`config.mk`:
```
export PLATFORM = sky130hd
export DESIGN_NAME = conv_operand_sequencer
export DESIGN_NICKNAME = d
export VERILOG_FILES = /design/src/rtl/conv_operand_sequencer.sv
export SDC_FILE = /design/constraint.sdc
export NUM_CORES = 1
export LEC_CHECK = 0
export ABC_AREA = 1
export CORE_ASPECT_RATIO = 1.2
export CORE_MARGIN = 4
export CORE_UTILIZATION = 35
export DETAILED_ROUTE_END_ITERATION = 6
export GPL_TIMING_DRIVEN = 0
export HOLD_SLACK_MARGIN = 0.02
export PLACE_DENSITY = 0.55
export SYNTH_ARGS = -nofsm -noshare
export SYNTH_HDL_FRONTEND = slang
export SYNTH_SLANG_ARGS = --single-unit
export TNS_END_PERCENT = 20
```
`constraint.sdc`:
```
create_clock -name Clk -period 2.3 [get_ports Clk]
set_input_delay 0.46 -clock Clk [delete_from_list [all_inputs] [get_ports Clk]]
set_output_delay 0.46 -clock Clk [all_outputs]
set_load 0.005 [all_outputs]
```
`src/rtl/conv_operand_sequencer.sv`:
```
// conv_operand_sequencer
//   Operand feeder for the multiply-accumulate-hold stage. Keeps a TAPS-entry
//   coefficient kernel and a sliding window of the last TAPS samples. Every
//   accepted sample that leaves the window full starts one pass. A pass
//   presents TAPS (window, coefficient) pairs, one pair per clock.
// Ports
//   Clk, Rst_n                    clock, async active-low reset
//   CoefWe/CoefAddr/CoefData      coefficient write port (IDLE only)
//   SampleValid/SampleReady/Data  sample input handshake
//   Flush                         sync window clear and pass abort
//   x, y                          MAC operands (sample, coefficient)
//   AccumReset                    accumulator clear on the first pair of a pass
//   MacValid, MacLast             live pair, last pair of the pass
//   Busy                          pass in progress
module conv_operand_sequencer #(
    parameter int unsigned TAPS = 7,
    parameter int unsigned DW   = 8,
    parameter int unsigned CW   = $clog2(TAPS)
) (
    input  logic          Clk,
    input  logic          Rst_n,
    input  logic          CoefWe,
    input  logic [CW-1:0] CoefAddr,
    input  logic [DW-1:0] CoefData,
    input  logic          SampleValid,
    output logic          SampleReady,
    input  logic [DW-1:0] SampleData,
    input  logic          Flush,
    output logic [DW-1:0] x,
    output logic [DW-1:0] y,
    output logic          AccumReset,
    output logic          MacValid,
    output logic          MacLast,
    output logic          Busy
);

    localparam int unsigned FW = $clog2(TAPS + 1);

    typedef enum logic {
        IDLE  = 1'b0,
        ISSUE = 1'b1
    } state_t;

    state_t        state, state_next;
    logic [CW-1:0] idx, idx_next;
    logic [FW-1:0] fill, fill_next;
    logic [DW-1:0] win       [TAPS];
    logic [DW-1:0] win_next  [TAPS];
    logic [DW-1:0] coef      [TAPS];
    logic [DW-1:0] coef_next [TAPS];
    logic [DW-1:0] x_next, y_next;
    logic          accum_reset_next, mac_valid_next, mac_last_next;
    logic          accept;
    logic          coef_wr;

    // Handshake decodes straight from the state register
    assign SampleReady = (state == IDLE) & ~Flush;
    assign Busy        = (state == ISSUE);
    assign accept      = SampleValid & SampleReady;
    assign coef_wr     = CoefWe & (state == IDLE) &
                         ({1'b0, CoefAddr} < (CW + 1)'(TAPS));

    // State, window, kernel and registered MAC outputs
    always_ff @(posedge Clk or negedge Rst_n) begin
        if (!Rst_n) begin
            state      <= IDLE;
            idx        <= '0;
            fill       <= '0;
            x          <= '0;
            y          <= '0;
            AccumReset <= 1'b1;
            MacValid   <= 1'b0;
            MacLast    <= 1'b0;
            for (int k = 0; k < int'(TAPS); k++) begin
                win[k]  <= '0;
                coef[k] <= '0;
            end
        end else begin
            state      <= state_next;
            idx        <= idx_next;
            fill       <= fill_next;
            x          <= x_next;
            y          <= y_next;
            AccumReset <= accum_reset_next;
            MacValid   <= mac_valid_next;
            MacLast    <= mac_last_next;
            for (int k = 0; k < int'(TAPS); k++) begin
                win[k]  <= win_next[k];
                coef[k] <= coef_next[k];
            end
        end
    end

    // Next state, window shift, kernel write and pair issue
    always_comb begin
        state_next       = state;
        idx_next         = idx;
        fill_next        = fill;
        x_next           = '0;
        y_next           = '0;
        accum_reset_next = 1'b0;
        mac_valid_next   = 1'b0;
        mac_last_next    = 1'b0;
        for (int k = 0; k < int'(TAPS); k++) begin
            win_next[k]  = win[k];
            coef_next[k] = coef[k];
        end

        if (coef_wr) begin
            coef_next[CoefAddr] = CoefData;
        end

        if (Flush) begin
            // Idle outputs stay at their zero defaults; kernel is kept
            state_next = IDLE;
            idx_next   = '0;
            fill_next  = '0;
            for (int k = 0; k < int'(TAPS); k++) begin
                win_next[k] = '0;
            end
        end else begin
            case (state)
                IDLE: begin
                    if (accept) begin
                        for (int k = int'(TAPS) - 1; k > 0; k--) begin
                            win_next[k] = win[k-1];
                        end
                        win_next[0] = SampleData;
                        if (fill != FW'(TAPS)) begin
                            fill_next = fill + FW'(1);
                        end
                        // fill_next is TAPS exactly when the window ends up full
                        if (fill_next == FW'(TAPS)) begin
                            state_next = ISSUE;
                            idx_next   = '0;
                        end
                    end
                end
                ISSUE: begin
                    x_next           = win[idx];
                    y_next           = coef[idx];
                    mac_valid_next   = 1'b1;
                    accum_reset_next = (idx == '0);
                    mac_last_next    = (idx == CW'(TAPS - 1));
                    if (idx == CW'(TAPS - 1)) begin
                        state_next = IDLE;
                        idx_next   = '0;
                    end else begin
                        idx_next = idx + CW'(1);
                    end
                end
                default: begin
                    state_next = IDLE;
                    idx_next   = '0;
                end
            endcase
        end
    end

endmodule
```
; ---- After elaboration in Yosys (flattened, before gate mapping)
; Index checks and enable logic that the tools add are counted.
[totals]
reg_bits = 138
ramBits = 0
romBits = 0
out_inout_bits = 21
memories = 0
latchBits = 0
in_bits = 24
word_cells = 86
[op_classes]
addsub = 2
shifts = 0
n_mux = 39
reduce_logical = 5
multipliers = 0
n_lt_le_gt_ge = 4
n_div = 0
n_bitwise = 8
n_eq_ne = 6
[op_table]
columns = op, count
row1 = $mux 56, 3
row2 = $mux 8, 9
row3 = $bwmux 56, 1
row4 = $bmux 8 s3, 2
row5 = $mux 3, 11
row6 = $demux 8 s3, 1
row7 = $mux 1, 10
row8 = $ge 4x4->1 const B, 2
row9 = $not 3->4, 2
row10 = $add 3x1->3 const B, 2
row11 = $eq 3x3->1 const B, 2
row12 = $ne 3x3->1 const B, 2
row13 = $pmux 3 s2, 1
row14 = $and 1x1->1, 4
row15 = $lt 4x1->1 const B, 1
row16 = $reduce_and 2->1, 2
row17 = $logic_not 3->1, 1
row18 = $lt 3x3->1 const B, 1
row19 = $ne 3x2->1 const B, 1
row20 = $ne 2x2->1 const B, 1
row21 = $not 1->1, 2
row22 = $pmux 1 s2, 1
row23 = $reduce_bool 2->1, 1
row24 = $logic_and 1x1->1, 1

; ---- Depth between registers and ports, before layout
[depth]
depth_word = 11
mapped_depth = 8
depth_no_buf = 8

; ---- Worst setup path after synthesis
; No wires, ideal clock.
[synth_path]
path_kind = input -> register
start = input port CoefAddr[1]
end = register coef[40] in the netlist's numbering
path_buffers = 3
setup_slack_ns = 0.922
required_time_ns = 2.183
path_stages = 7
t_arrival_ns = 1.261
setup_ns = 0.117
cell_sequence = buf_4 nand2_2 and3_1 buf_6 buf_6 nand3_1 nand2_1
[synth_between]
elab_chain_len = 6
elab_cells_between_ends = 9
cone_classes = order compare (3) / mux (3) / bitwise (2) / reduce/logical (1)
[synth_lines]
columns = element, line
row1 = start: declaration, 23  ; input logic [CW-1:0] CoefAddr,
row2 = $not 3->4 (implied by the code), 110  ; coef_next[CoefAddr] = CoefData;
row3 = $ge 4x4->1 (implied by the code) or $lt 4x1->1 (tied branches), 110
row4 = $logic_and 1x1->1 (implied by the code), 110
row5 = $mux 8 (implied by the code), 110
row6 = $demux 8 s3, 110
row7 = $bwmux 56, 110
row8 = end signal: indexed assignment, 89  ; coef[k] <= coef_next[k];
row9 = end: declaration, 49  ; logic [DW-1:0] coef [TAPS];
; Several ways; a longest one is shown, not always the timed one.
; A chain may end at the register's enable or synchronous reset.

; ---- Final worst setup path
[layout_path]
start = input port Flush
end = output port SampleReady
[layout_between]
elab_chain_len = 2
[layout_lines]
columns = element, line
row1 = start: declaration, 28  ; input logic Flush,
row2 = $not 1->1, 57  ; assign SampleReady = (state == IDLE) & ~Flush;
row3 = $and 1x1->1, 57
row4 = end: declaration, 26  ; output logic SampleReady,
; No other way between the ends.

==> summary.md <==
After legalization and detailed placement, the total HPWL measured 11700 um. The power per cell area was 854 mW/mm^2; the top achievable clock speed was 464 MHz. In the synthesized netlist, the number of instances is 714. The worst setup path is launched from a primary input. Tracing the worst setup path back leads to its startpoint at Flush. The logs give 5340 for the number of global-route vias before repair and 16900 um for the routed wire length. The data arrival time of the critical path was 1700 ps. The layer flagged by global routing as most heavily used is met2. The core area was 0.0170 mm^2; the final standard cell utilization of the core was 43.9%.

Across the run, the number of max-cap violations was 0. The filler cells instantiated in the layout total 1664. The min-delay analysis places its worst path in the category primary input to flop. The initial antenna violation count was 0. 0 antenna diodes ended up in the layout. The floorplan step defined a die boundary enclosing 0.0196 mm^2. Global routing used 22.2% of the available met1 tracks. The cell area that synthesis handed to floorplanning was 0.00608 mm^2. sky130_fd_sc_hd__dfrtp_1 takes more of the synthesized area than any other cell. The count of final max-slew check failures was 0. Most prevalent standard cell on the critical path: sky130_fd_sc_hd__clkdlybuf4s50_1. From left edge to right edge, the die measures 128 um.

The critical path goes through clkdlybuf4s50_1 > nor2_2 > clkdlybuf4s50_1. The number of clock sinks seen by CTS came out at 138. For the worst setup path, the data required time is 1840 ps.

The clock root buffer is sky130_fd_sc_hd__clkbuf_16. At the pin with the least slew margin, the transition time is 778 ps. Global routing used 3.61% of the available met3 tracks.

The number of standard-cell rows in the floorplan was 52; the final clock period utilization by the worst path was 93.7%. The net count of the mapped netlist is 739, and the detailed router's first-iteration violation count is 349. The last element of the critical path is SampleReady. The detail route stage leaves a number of antenna-violating nets equal to 0. Once placement completed, the tool counted placed cells totaling 974.

The multi-input combinational cells in the finished layout cover a total of 0.00212 mm^2. Global routing used 31.6% of the available met2 tracks. Headroom to the max-slew limit came out at 48.1%. Clock latency on the worst-skew pair, taken at its later pin, is 430 ps. The H-tree generated during clock tree synthesis spans 4 levels. In this run the worst path has a maximum fanout of 5.

The top cell types in the final layout, fill and taps aside, are sky130_fd_sc_hd__nand2_1, sky130_fd_sc_hd__dfrtp_1, sky130_fd_sc_hd__o21ai_0, sky130_fd_sc_hd__inv_1, sky130_fd_sc_hd__nand3_1. In the final layout, flip-flops and latches occupy 0.00345 mm^2. The average instance in the mapped netlist occupies 8.52 um^2. The critical path contains buffers and inverters numbering 2 combined. The endpoint identified for the worst register-to-register timing path is x[3]. The largest net degree at the start of global routing was 87.

In the routed design, unresolved DRC markers number 0. The critical path runs through a total of 3 cells. The worst IR drop on VDD was 0.530 mV.

Per-cell via count in the routed design: 5.06. The delay of the slowest cell on the worst path works out to 550 ps. The run finished with clean final reports.

The part of the Yosys area used for sequential elements was 56.8%; the worst hold margin was 434 ps. Of all flip-flops after synthesis, the portion carrying an async set or reset was 100%. Setup repair after global routing left no endpoint under its margin. For this run, the post-layout net count is 803. For the worst flop-to-flop path, the logic depth is 5.

From synthesis to final layout, the design area changed by 22.7%. Slowest cell on the critical path: sky130_fd_sc_hd__clkdlybuf4s50_1. Worst reg-to-reg setup slack: 320 ps.

The number of hold violations in the final report was 0; the setup TNS was 0 ps. The global-route usage over all layers came out at 18.2%. The path type of the worst setup path is primary input to primary output. Leaving out fill and tap cells, the most frequent cell in the layout is sky130_fd_sc_hd__nand2_1. The worst register-to-register path begins at idx[2]. TritonCTS built the clock tree. Setup violations remaining at the end of the flow were counted as 0. The routability congestion estimate from global placement was 0.836; the floorplan die height was 152 um. The first-pass GRT wire length is 27600 um. The tools report the kind of capture point of the worst setup path as a primary output. The number of storage elements in the synthesis netlist was 138; the number of standard cells in the layout, taps in and fillers out was 1007. The kind of cell with the highest combined delay along the critical path is buffers and inverters. The count of buffers added on input and output ports is 43. Before CTS, the worst setup slack after placement is 8.34 ps. For the finished layout, the period the worst path requires is 2160 ps.

Setup slack on the critical path of the routed design comes to 144 ps. Before antenna repair, the detailed router went through 5 iterations. Clock-pin slew was measured on the worst setup and hold paths at 60 ps. The number of synthesized flops with an enable pin works out to 0.

Ranked by total cell area, the synthesized netlist is headed by sky130_fd_sc_hd__dfrtp_1, sky130_fd_sc_hd__nand2_1, sky130_fd_sc_hd__o21ai_0, sky130_fd_sc_hd__inv_1, sky130_fd_sc_hd__nand3_1. In the final layout, the share of cells above drive strength 1 is 9.48%. The detailed router placed 5098 vias in this run. After detailed routing, the average wire length per cell comes to 16.8 um. After global routing the overflow that remains totals 0. During synthesis, Yosys emitted a total of 0 warnings. The number of clock buffers added by TritonCTS is 17. The number of placed I/O pins is 45, and the final setup skew is 6.92 ps. The unique cell type count in the Yosys netlist is 24.

The tools report the maximum buffer depth of the clock tree as 2. For this run, the leading register cell type out of synthesis is sky130_fd_sc_hd__dfrtp_1. For the initial core utilization, the log shows 35.8%. The share of synthesized area in the top cell type comes to 56.4%.

For this design the static power due to leakage is 3.42 nW. The tools report the post-cts repair resize count as 0.
-- report_power, final --
part / switching (W) / total, W / internal [W]
Sequential: 0.000125 / 0.00280 / 0.00268
Combinational: 0.000388 / 0.000605 / 0.000217
Clock: 0.00101 / 0.00296 / 0.00195
Total: 0.00152 / 0.00637 / 0.00485
-- routing by layer --
| layer | part of all wire (%) | vias to the layer above |
|---|---|---|
| met1 | 42 | 2505 |
| li1 | - | 2440 |
| met2 | 52 | 121 |
| met3 | 3.7 | 32 |
| met4 | 2.2 | 0 |
| met5 | 0 | - |
-- Yosys cell counts (3+ instances only) --
| master | count |
|---|---|
| sky130_fd_sc_hd__o21ai_0 | 78 |
| sky130_fd_sc_hd__inv_2 | 5 |
| sky130_fd_sc_hd__inv_1 | 75 |
| sky130_fd_sc_hd__a21oi_1 | 10 |
| sky130_fd_sc_hd__nor3_1 | 5 |
| sky130_fd_sc_hd__nand2_2 | 7 |
| sky130_fd_sc_hd__o22ai_1 | 42 |
| sky130_fd_sc_hd__o21ai_1 | 5 |
| sky130_fd_sc_hd__o211ai_1 | 4 |
| sky130_fd_sc_hd__buf_4 | 7 |
| sky130_fd_sc_hd__nand2_1 | 210 |
| sky130_fd_sc_hd__nor2_1 | 39 |
| sky130_fd_sc_hd__dfrtp_1 | 137 |
| sky130_fd_sc_hd__nand3_1 | 54 |
| sky130_fd_sc_hd__buf_6 | 5 |
| sky130_fd_sc_hd__buf_2 | 12 |
| sky130_fd_sc_hd__nor2_2 | 3 |
| sky130_fd_sc_hd__clkbuf_1 | 8 |
-- flip-flops by register name, summed over array words and instances, names as in the netlist --
name,flops
win,56
fill,3
coef,56
Busy,1
x,8
MacValid,1
MacLast,1
AccumReset,1
y,8
idx,3
-- worst min path at each step --
stage,from,endpoint,slack [ps],cells past startpoint
floorplan,Rst_n,Busy,160,0
global placement,coef[26],coef[26],460,2
detailed placement,Rst_n,win[49],450,1
CTS,CoefAddr[1],coef[50],420,4
global route,CoefAddr[1],coef[19],450,4
finish,CoefAddr[1],coef[50],430,4
-- cell type report --
| class | instances | share of cell area, % |
|---|---|---|
| Clock buffer | 25 | 6.77 |
| Buffer | 33 | 2.72 |
| Timing Repair Buffer | 45 | 6.29 |
| Sequential cell | 138 | 46.3 |
| Multi-Input combinational cell | 463 | 28.5 |
| Inverter | 80 | 4.02 |
| Clock inverter | 7 | 1.81 |
| Tap cell | 216 | 3.62 |
-- tightest hold or removal path: cells and delay by family --
kind            cells  cell delay [ps]
buf+inv             1              150
simple gates        2              130
compound gates      1               60
-- logic make-up after synthesis --
group	count (synthesis)	synth area share (%)
buf+inv	113	8.27
fa+ha+maj	1	0.206
compound gates	139	12.5
simple gates	323	22.3
flops	138	56.8
-- through the flow --
stage / cell area [um^2] / power, W
after floorplan: 6080 / 0.00318
after global placement: 6780 / 0.00342
after detailed placement: 6810 / 0.00345
after CTS: 7460 / 0.00642
after global routing: 7460 / 0.00664
final: 7460 / 0.00637
-- repair_timing --
item                       in CTS  in global routing
hold endpoints to repair       52                  0
buffers inserted                0                  0
setup endpoints to repair       0                  0
hold buffers                    1                  0
No activity file was read; power rests on OpenSTA's default activity.
